## config.mk

```make
export PLATFORM = sky130hd
export DESIGN_NAME = arb_grant_lock_flat
export DESIGN_NICKNAME = d
export VERILOG_FILES = /design/src/rtl/arb_grant_lock_if.sv /design/src/rtl/arb_grant_lock.sv /design/src/flat_wrapper.sv
export SDC_FILE = /design/constraint.sdc
export NUM_CORES = 1
export LEC_CHECK = 0
export ABC_AREA = 0
export BUFFER_PORTS_ARGS = -buffer_cell sky130_fd_sc_hd__clkbuf_2
export CAP_MARGIN = 15
export CORE_MARGIN = 2
export CORE_UTILIZATION = 54
export CTS_CLUSTER_DIAMETER = 30
export DETAILED_ROUTE_END_ITERATION = 16
export PLACE_DENSITY_LB_ADDON = 0.25
export SLEW_MARGIN = 20
export SYNTH_ARGS = -nofsm -noshare
export SYNTH_HDL_FRONTEND = slang
export SYNTH_SLANG_ARGS = --single-unit
```

## constraint.sdc

```tcl
create_clock -name clk -period 1.9 [get_ports clk]
set_input_delay 0.095 -clock clk [delete_from_list [all_inputs] [get_ports clk]]
set_output_delay 0.095 -clock clk [all_outputs]
set_load 0.02 [all_outputs]
```

## src/rtl/arb_grant_lock_if.sv

```systemverilog
// ----------------------------------------------------------------------------
// arb_grant_lock_if
//   Bundles the request/grant signals between the upstream fixed-priority
//   arbiter, the requesters and the arb_grant_lock stage.
//
//   Parameters:
//     N          number of requesters
//
//   Signals:
//     req        raw (unmasked) requests from the requesters
//     grt_in     one-hot combinational grant from the upstream arbiter
//     gnt        registered one-hot grant to the current owner
//     gnt_vld    high while gnt is nonzero
//     gnt_id     binary index of the owner, 0 when no grant
//     req_mask   per-requester mask fed back to the arbiter input
//     timeout    single-cycle pulse when a grant ends by hold timeout
//     onehot_err sticky multi-hot grant flag (only with ARB_LOCK_ONEHOT_CHK_EN)
//
//   Modports:
//     slave      lock stage side (drives the grant outputs)
//     master     environment side (drives req and grt_in)
//
//   Optional feature macro: ARB_LOCK_ONEHOT_CHK_EN
// ----------------------------------------------------------------------------
interface arb_grant_lock_if #(
    parameter int N = 5
);
    logic [N-1:0] req;
    logic [N-1:0] grt_in;
    logic [N-1:0] gnt;
    logic         gnt_vld;
    logic [2:0]   gnt_id;
    logic [N-1:0] req_mask;
    logic         timeout;
`ifdef ARB_LOCK_ONEHOT_CHK_EN
    logic         onehot_err;

    modport slave (
        input  req,
        input  grt_in,
        output gnt,
        output gnt_vld,
        output gnt_id,
        output req_mask,
        output timeout,
        output onehot_err
    );

    modport master (
        output req,
        output grt_in,
        input  gnt,
        input  gnt_vld,
        input  gnt_id,
        input  req_mask,
        input  timeout,
        input  onehot_err
    );
`else
    modport slave (
        input  req,
        input  grt_in,
        output gnt,
        output gnt_vld,
        output gnt_id,
        output req_mask,
        output timeout
    );

    modport master (
        output req,
        output grt_in,
        input  gnt,
        input  gnt_vld,
        input  gnt_id,
        input  req_mask,
        input  timeout
    );
`endif
endinterface

```

## src/rtl/arb_grant_lock.sv

```systemverilog
// ----------------------------------------------------------------------------
// arb_grant_lock
//   Grant-lock stage behind an N-requester fixed-priority arbiter. It
//   registers the arbiter's one-hot grant, holds it for the owner while the
//   owner keeps requesting (bounded by MAX_HOLD cycles), inserts a one-cycle
//   turnaround gap after every grant, and masks a timed-out owner so it
//   cannot immediately re-win. The arbiter is expected to see req & ~req_mask.
//
//   Parameters:
//     N         number of requesters (gnt_id is 3 bits, so N <= 8)
//     MAX_HOLD  maximum consecutive grant cycles, legal range 2..256
//     CNT_W     hold counter width, 2^CNT_W >= MAX_HOLD
//
//   Ports:
//     clk       system clock, rising edge
//     rst       synchronous active-high reset
//     bus       arb_grant_lock_if.slave: req/grt_in in, gnt/gnt_vld/gnt_id/
//               req_mask/timeout (and onehot_err) out, all registered
//
//   Optional feature macro: ARB_LOCK_ONEHOT_CHK_EN
//     defined   a multi-hot masked grant in IDLE is refused and raises the
//               sticky onehot_err output
//     undefined a multi-hot masked grant selects its lowest set index
// ----------------------------------------------------------------------------
module arb_grant_lock #(
    parameter int N        = 5,
    parameter int MAX_HOLD = 16,
    parameter int CNT_W    = 8
) (
    input logic             clk,
    input logic             rst,
    arb_grant_lock_if.slave bus
);

    typedef enum logic [1:0] {
        ST_IDLE = 2'd0,
        ST_BUSY = 2'd1,
        ST_GAP  = 2'd2
    } state_t;

    localparam logic [CNT_W-1:0] HOLD_LAST = CNT_W'(MAX_HOLD - 1);

    // Lowest set index of a vector; matches the upstream priority order.
    function automatic logic [2:0] lowest_index(input logic [N-1:0] v);
        logic [2:0] idx;
        idx = 3'd0;
        for (int i = N - 1; i >= 0; i--) begin
            if (v[i]) begin
                idx = 3'(i);
            end else begin
                idx = idx;
            end
        end
        return idx;
    endfunction

    // Binary index to one-hot, written as a compare loop so that indices
    // beyond N simply produce zero.
    function automatic logic [N-1:0] to_onehot(input logic [2:0] idx);
        logic [N-1:0] v;
        for (int i = 0; i < N; i++) begin
            v[i] = (idx == 3'(i));
        end
        return v;
    endfunction

`ifdef ARB_LOCK_ONEHOT_CHK_EN
    // True when more than one bit is set.
    function automatic logic is_multi_hot(input logic [N-1:0] v);
        return ((v & (v - {{(N-1){1'b0}}, 1'b1})) != {N{1'b0}});
    endfunction
`endif

    state_t           state_q,    state_d;
    logic [2:0]       owner_q,    owner_d;
    logic [CNT_W-1:0] hold_cnt_q, hold_cnt_d;
    logic [N-1:0]     gnt_q,      gnt_d;
    logic             gnt_vld_q,  gnt_vld_d;
    logic [2:0]       gnt_id_q,   gnt_id_d;
    logic [N-1:0]     req_mask_q, req_mask_d;
    logic             timeout_q,  timeout_d;
`ifdef ARB_LOCK_ONEHOT_CHK_EN
    logic             onehot_err_q, onehot_err_d;
`endif

    logic [N-1:0]     g_s;
    logic [2:0]       g_idx_s;
    logic             req_owner_s;

    // Masked upstream grant, its priority index and the owner's live request.
    always_comb begin
        g_s         = bus.grt_in & ~req_mask_q;
        g_idx_s     = lowest_index(g_s);
        req_owner_s = |(bus.req & to_onehot(owner_q));
    end

    // Next-state and registered-output computation for the lock FSM.
    always_comb begin
        state_d    = state_q;
        owner_d    = owner_q;
        hold_cnt_d = hold_cnt_q;
        gnt_d      = {N{1'b0}};
        gnt_vld_d  = 1'b0;
        gnt_id_d   = 3'd0;
        timeout_d  = 1'b0;
        // A low request always clears its mask bit; a set below only ever
        // targets a requester that is still requesting, so they never clash.
        req_mask_d = req_mask_q & bus.req;
`ifdef ARB_LOCK_ONEHOT_CHK_EN
        onehot_err_d = onehot_err_q;
`endif

        case (state_q)
            ST_IDLE: begin
                if (g_s != {N{1'b0}}) begin
`ifdef ARB_LOCK_ONEHOT_CHK_EN
                    if (is_multi_hot(g_s)) begin
                        // Refuse an ambiguous grant and stay idle.
                        onehot_err_d = 1'b1;
                        state_d      = ST_IDLE;
                    end else begin
                        owner_d    = g_idx_s;
                        hold_cnt_d = {CNT_W{1'b0}};
                        state_d    = ST_BUSY;
                        gnt_d      = to_onehot(g_idx_s);
                        gnt_vld_d  = 1'b1;
                        gnt_id_d   = g_idx_s;
                    end
`else
                    owner_d    = g_idx_s;
                    hold_cnt_d = {CNT_W{1'b0}};
                    state_d    = ST_BUSY;
                    gnt_d      = to_onehot(g_idx_s);
                    gnt_vld_d  = 1'b1;
                    gnt_id_d   = g_idx_s;
`endif
                end else begin
                    state_d = ST_IDLE;
                end
            end

            ST_BUSY: begin
                // grt_in is deliberately not looked at: the owner cannot be
                // preempted. Release wins over timeout on the same cycle.
                if (!req_owner_s) begin
                    state_d = ST_GAP;
                end else if (hold_cnt_q == HOLD_LAST) begin
                    state_d    = ST_GAP;
                    timeout_d  = 1'b1;
                    req_mask_d = req_mask_d | to_onehot(owner_q);
                end else begin
                    state_d    = ST_BUSY;
                    hold_cnt_d = hold_cnt_q + CNT_W'(1);
                    gnt_d      = to_onehot(owner_q);
                    gnt_vld_d  = 1'b1;
                    gnt_id_d   = owner_q;
                end
            end

            ST_GAP: begin
                state_d = ST_IDLE;
            end

            default: begin
                state_d    = ST_IDLE;
                owner_d    = 3'd0;
                hold_cnt_d = {CNT_W{1'b0}};
            end
        endcase
    end

    // State and output registers with synchronous reset.
    always_ff @(posedge clk) begin
        if (rst) begin
            state_q    <= ST_IDLE;
            owner_q    <= 3'd0;
            hold_cnt_q <= {CNT_W{1'b0}};
            gnt_q      <= {N{1'b0}};
            gnt_vld_q  <= 1'b0;
            gnt_id_q   <= 3'd0;
            req_mask_q <= {N{1'b0}};
            timeout_q  <= 1'b0;
        end else begin
            state_q    <= state_d;
            owner_q    <= owner_d;
            hold_cnt_q <= hold_cnt_d;
            gnt_q      <= gnt_d;
            gnt_vld_q  <= gnt_vld_d;
            gnt_id_q   <= gnt_id_d;
            req_mask_q <= req_mask_d;
            timeout_q  <= timeout_d;
        end
    end

`ifdef ARB_LOCK_ONEHOT_CHK_EN
    // Sticky multi-hot error flag, cleared only by reset.
    always_ff @(posedge clk) begin
        if (rst) begin
            onehot_err_q <= 1'b0;
        end else begin
            onehot_err_q <= onehot_err_d;
        end
    end

    assign bus.onehot_err = onehot_err_q;
`endif

    assign bus.gnt      = gnt_q;
    assign bus.gnt_vld  = gnt_vld_q;
    assign bus.gnt_id   = gnt_id_q;
    assign bus.req_mask = req_mask_q;
    assign bus.timeout  = timeout_q;

endmodule

```

## src/flat_wrapper.sv

```systemverilog
// flat-port wrapper written by rule: the top's interface ports become plain ports
module arb_grant_lock_flat 
#(
    parameter int N        = 5,
    parameter int MAX_HOLD = 16,
    parameter int CNT_W    = 8
)
  (clk, rst, bus_req, bus_grt_in, bus_gnt, bus_gnt_vld, bus_gnt_id, bus_req_mask, bus_timeout);
  arb_grant_lock_if #(.N(N)) bus_i ();
  input logic clk;
  input logic rst;
  input wire logic [$bits(bus_i.req)-1:0] bus_req;
  input wire logic [$bits(bus_i.grt_in)-1:0] bus_grt_in;
  output wire logic [$bits(bus_i.gnt)-1:0] bus_gnt;
  output wire logic [$bits(bus_i.gnt_vld)-1:0] bus_gnt_vld;
  output wire logic [$bits(bus_i.gnt_id)-1:0] bus_gnt_id;
  output wire logic [$bits(bus_i.req_mask)-1:0] bus_req_mask;
  output wire logic [$bits(bus_i.timeout)-1:0] bus_timeout;
  assign bus_i.req = bus_req;
  assign bus_i.grt_in = bus_grt_in;
  assign bus_gnt = bus_i.gnt;
  assign bus_gnt_vld = bus_i.gnt_vld;
  assign bus_gnt_id = bus_i.gnt_id;
  assign bus_req_mask = bus_i.req_mask;
  assign bus_timeout = bus_i.timeout;
  arb_grant_lock #(.N(N), .MAX_HOLD(MAX_HOLD), .CNT_W(CNT_W)) u_core (.clk(clk), .rst(rst), .bus(bus_i));
endmodule
```

==> impl_results.html <==
<table>
<tr><th>Metric</th><th>Value</th></tr>
<tr><th colspan="2">Outcome</th></tr>
<tr><td>Outcome</td><td>complete, no violations</td></tr>
<tr><th colspan="2">Placement</th></tr>
<tr><td>I/O Buffers</td><td>26</td></tr>
<tr><td>Instance area after placement</td><td>1612 um2</td></tr>
<tr><td>Last weighted congestion value of the routability-driven placer</td><td>0.8895</td></tr>
<tr><td>Placed cell count</td><td>224</td></tr>
<tr><td>Half-perimeter wire length of the detailed placement result</td><td>2694 um</td></tr>
<tr><td>Setup Slack @ Placement</td><td>0.09573 ns</td></tr>
<tr><th colspan="2">Clock network</th></tr>
<tr><td>CTS tree</td><td>done</td></tr>
<tr><td>Clock transition at the registers of the reported paths</td><td>0.15 ns</td></tr>
<tr><td>Insertion delay to the later sink of the worst-skew pair</td><td>0.34 ns</td></tr>
<tr><td>Post-CTS repair timing setup buffer count</td><td>0</td></tr>
<tr><td>Number of buffers inserted during clock tree synthesis</td><td>3</td></tr>
<tr><td>Buffer depth of the longest clock path</td><td>2</td></tr>
<tr><td>Root buffer cell</td><td>sky130_fd_sc_hd__clkbuf_4</td></tr>
<tr><td>Clock Sinks</td><td>27</td></tr>
<tr><td>Number of H-tree levels</td><td>1</td></tr>
<tr><th colspan="2">Global routing</th></tr>
<tr><td>Largest net degree at the start of global routing</td><td>19</td></tr>
<tr><td>Overall fraction of global-route tracks in use</td><td>25.56%</td></tr>
<tr><td>GRT Residual Overflow</td><td>0</td></tr>
<tr><td>Number of global-route vias before repair</td><td>1184</td></tr>
<tr><td>Initial antenna violation count</td><td>0</td></tr>
<tr><td>First-pass GRT wire length</td><td>5444 um</td></tr>
<tr><th colspan="2">Worst setup path</th></tr>
<tr><td>Timing startpoint of the critical path</td><td>u_core.owner_q[2]$_SDFFE_PP0P_</td></tr>
<tr><td>Critical path cell sequence</td><td>nor4b_2, nor3_1, buf_4, and2_4, or4_1, o22ai_1</td></tr>
<tr><td>Startpoint of the worst register-to-register path</td><td>u_core.owner_q[2]$_SDFFE_PP0P_</td></tr>
<tr><td>Number of cells on the worst reg-to-reg path</td><td>6</td></tr>
<tr><td>Maximum fanout along the worst path</td><td>7</td></tr>
<tr><td>Worst setup path category</td><td>reg2reg</td></tr>
<tr><td>CP startpoint kind</td><td>register</td></tr>
<tr><td>Worst setup EP type</td><td>register</td></tr>
<tr><td>Reg-to-Reg End</td><td>u_core.hold_cnt_q[4]$_SDFFE_PP0P_</td></tr>
<tr><td>Worst setup slack for register-to-register paths</td><td>0.08 ns</td></tr>
<tr><td>Cell type of the slowest stage on the worst timing path</td><td>sky130_fd_sc_hd__or4_1</td></tr>
<tr><td>Crit path largest cell delay</td><td>0.53 ns</td></tr>
<tr><td>Endpoint of the worst setup timing path</td><td>u_core.hold_cnt_q[4]$_SDFFE_PP0P_</td></tr>
<tr><td>Worst endpoint data arrival time</td><td>2.10 ns</td></tr>
<tr><td>WP data required</td><td>2.18 ns</td></tr>
<tr><th colspan="2">Power</th></tr>
<tr><td>Clock Power Share</td><td>23.2%</td></tr>
<tr><td>Switch share</td><td>31.45%</td></tr>
<tr><td>Sequential power share</td><td>53.2%</td></tr>
<tr><td>Design Power</td><td>1.133 mW</td></tr>
<tr><td>Pleak</td><td>0.6979 nW</td></tr>
<tr><td>Power density over the cells</td><td>675.2 nW/um2</td></tr>
<tr><td>Comb pwr share</td><td>23.7%</td></tr>
<tr><td>Largest vdd supply drop</td><td>0.4823 mV</td></tr>
<tr><td>Switching Power</td><td>0.3563 mW</td></tr>
<tr><td>Internal</td><td>0.7766 mW</td></tr>
<tr><th colspan="2">Die</th></tr>
<tr><td>Chip width</td><td>55.19 um</td></tr>
<tr><td>Die Y-Extent</td><td>55.19 um</td></tr>
<tr><td>Row count</td><td>18</td></tr>
<tr><td>Die ar.</td><td>3046 um2</td></tr>
<tr><td>Initial standard-cell utilization of the core</td><td>57.12%</td></tr>
<tr><td>Core area</td><td>2477 um2</td></tr>
<tr><td>Total I/O pin count</td><td>27</td></tr>
<tr><th colspan="2">Final layout</th></tr>
<tr><td>Fraction of final layout cells sized beyond drive strength 1</td><td>25.87%</td></tr>
<tr><td>Area delta synth-&gt;final</td><td>18.57%</td></tr>
<tr><td>Final core utilization</td><td>67.73%</td></tr>
<tr><td>Area taken by multi-input logic gates</td><td>814.5 um2</td></tr>
<tr><td>Post-route cell area</td><td>1678 um2</td></tr>
<tr><td>FILL cells</td><td>210</td></tr>
<tr><td>Commonest non-fill, non-tap cells in the layout</td><td>sky130_fd_sc_hd__clkbuf_2, sky130_fd_sc_hd__dfxtp_1, sky130_fd_sc_hd__nand2_1, sky130_fd_sc_hd__nor2_1, sky130_fd_sc_hd__nand3b_1</td></tr>
<tr><td>Commonest non-fill, non-tap cell in the layout</td><td>sky130_fd_sc_hd__clkbuf_2</td></tr>
<tr><td>Total number of nets in the final design</td><td>218</td></tr>
<tr><td>Final antenna diode count</td><td>0</td></tr>
<tr><td>Post-route non-filler standard cell count</td><td>231</td></tr>
<tr><td>Flip-flop and latch area</td><td>544.3 um2</td></tr>
<tr><th colspan="2">Synthesis</th></tr>
<tr><td>Number of synthesized flops with an enable pin</td><td>0</td></tr>
<tr><td>Cell variety after synth</td><td>42</td></tr>
<tr><td>Net count after synthesis</td><td>181</td></tr>
<tr><td>Seq/Total Area, Yosys</td><td>38.20%</td></tr>
<tr><td>Cell Area, Synth</td><td>1415 um2</td></tr>
<tr><td>Top-area cell type share of the netlist area</td><td>38.20%</td></tr>
<tr><td>Cell types with the largest area share after synthesis</td><td>sky130_fd_sc_hd__dfxtp_1, sky130_fd_sc_hd__nand3b_1, sky130_fd_sc_hd__ha_1, sky130_fd_sc_hd__nand2_1, sky130_fd_sc_hd__o21ai_0</td></tr>
<tr><td>Synthesized instance count</td><td>165</td></tr>
<tr><td>Synth async-reset ratio</td><td>0%</td></tr>
<tr><td>Number of warnings issued by yosys</td><td>0</td></tr>
<tr><td>Primary flip-flop cell chosen by synthesis mapping</td><td>sky130_fd_sc_hd__dfxtp_1</td></tr>
<tr><td>Largest area contributor in the netlist</td><td>sky130_fd_sc_hd__dfxtp_1</td></tr>
<tr><td>Average size of a mapped cell</td><td>8.576 um2</td></tr>
<tr><td>Flop and latch count out of synthesis</td><td>27</td></tr>
<tr><th colspan="2">Detailed routing</th></tr>
<tr><td>Detailed-route DRC error count</td><td>0</td></tr>
<tr><td>Vias per inst</td><td>6.143</td></tr>
<tr><td>Number of DRC violations after detailed-routing iteration 0</td><td>71</td></tr>
<tr><td>Wire length reported by the detailed router</td><td>3583 um</td></tr>
<tr><td>Antenna-violating nets left</td><td>0</td></tr>
<tr><td>Via count of the routed design</td><td>1419</td></tr>
<tr><td>Average wire per standard cell</td><td>15.51 um</td></tr>
<tr><td>Length of the first detailed-routing pass in iterations</td><td>4</td></tr>
<tr><th colspan="2">Timing</th></tr>
<tr><td>Tightest Pin Transition</td><td>0.4615 ns</td></tr>
<tr><td>Fin. Hold Viols</td><td>0</td></tr>
<tr><td>Share of the cycle needed by the critical path after routing</td><td>96.04%</td></tr>
<tr><td>Final setup violation count</td><td>0</td></tr>
<tr><td>Final worst path period need</td><td>1.825 ns</td></tr>
<tr><td>Number of pins with negative max-slew slack in the final report</td><td>0</td></tr>
<tr><td>Maximum operating frequency</td><td>548.0 MHz</td></tr>
<tr><td>Final worst slack</td><td>0.07521 ns</td></tr>
<tr><td>Relative max-transition margin</td><td>69.17%</td></tr>
<tr><td>Final setup skew</td><td>0.006564 ns</td></tr>
<tr><td>Aggregate negative setup slack</td><td>0 ns</td></tr>
<tr><td>Worst-case hold slack</td><td>0.005005 ns</td></tr>
<tr><th colspan="2">Min path</th></tr>
<tr><td>Instance count along the most critical hold path</td><td>3</td></tr>
<tr><td>Hold/Removal Path Class</td><td>in2reg</td></tr>
<tr><td>Min-delay src</td><td>bus_req[1]</td></tr>
<tr><th colspan="2">Flow run</th></tr>
<tr><td>Max-capacitance violation count</td><td>0</td></tr>
</table>
## Yosys cell counts, drive strengths merged (2+ instances only)
| cell | instances |
|---|---|
| nand2b | 6 |
| a21oi | 6 |
| ha | 4 |
| and2 | 2 |
| o31ai | 2 |
| nor2b | 6 |
| nand4b | 3 |
| a32o | 2 |
| o32ai | 2 |
| nor3 | 5 |
| o22ai | 3 |
| nor2 | 12 |
| o21ai | 9 |
| nand3 | 8 |
| or3 | 4 |
| clkbuf | 3 |
| dfxtp | 27 |
| nand3b | 11 |
| nand4 | 6 |
| o211ai | 2 |
| nand2 | 13 |
| a31oi | 5 |
| buf | 4 |
| inv | 5 |
## critical path: cells and delay by family (launching register included)
family,cells,cell delay (ns)
AOI/OAI and AO/OA,1,0.15
buffers and inverters,1,0.15
DFF,1,0.38
and+or+nand+nor,4,1.08
## layer usage
| metal | global-route usage [%] | vias to the layer above | wire length (um) |
|---|---|---|---|
| met1 | 29.54 | 667 | 1542 |
| met2 | 43.85 | 55 | 1794 |
| met4 | 14.23 | 0 | 83 |
| met5 | 0 | - | 0 |
| li1 | - | 688 | - |
| met3 | 5.108 | 9 | 163 |
## logic make-up (layout without fill, tap and decap cells)
group	Yosys count	count (layout)	synth area share, %
AOI/OAI and AO/OA	39	39	18.92
DFF	27	27	38.20
buffers and inverters	12	48	4.598
and+or+nand+nor	82	82	34.04
muxes	1	1	0.7074
adders and majority gates	4	4	3.537
## sequential cells by signal (all words and copies together), names as in the netlist
| name | count |
|---|---|
| u_core.bus.gnt | 5 |
| u_core.bus.gnt_id | 3 |
| u_core.bus.req_mask | 5 |
| u_core.bus.timeout | 1 |
| u_core.hold_cnt_q | 8 |
| u_core.owner_q | 3 |
| u_core.state_q | 2 |
## layout make-up
class                           instances  share of cell area, %
Inverter                                5                  1.119
Clock buffer                            3                  1.342
Timing Repair Buffer                   39                  14.02
Clock inverter                          1                 0.2983
Multi-Input combinational cell        126                  48.55
Tap cell                               30                  2.237
Sequential cell                        27                  32.44
## how the worst min path moves through the flow
stage / end / slack (ns)
global route: u_core.bus.req_mask[1]$_SDFF_PP0_ / 0.0007
floorplan: u_core.bus.gnt[1]$_SDFF_PP0_ / 0.20
global placement: u_core.bus.req_mask[4]$_SDFF_PP0_ / 0.33
detailed placement: u_core.bus.req_mask[4]$_SDFF_PP0_ / 0.35
finish: u_core.bus.req_mask[1]$_SDFF_PP0_ / 0.005
CTS: u_core.bus.req_mask[1]$_SDFF_PP0_ / 0.004
## what timing repair did
item | CTS | global route
hold buffers | 3 | 0
gates resized for setup | 0 | 4
endpoints found under the setup margin | 0 | 9
hold endpoints to repair | 3 | 0
## power groups by stage
stage                     combinational (mW)  sequential, mW  clock, mW
after global placement                 0.252           0.612          0
final                                  0.268           0.602      0.262
after global routing                   0.293           0.606      0.282
after floorplan                        0.167           0.623          0
after CTS                              0.264           0.601      0.263
after detailed placement               0.258           0.614          0
(Power assumes the default switching activity.)
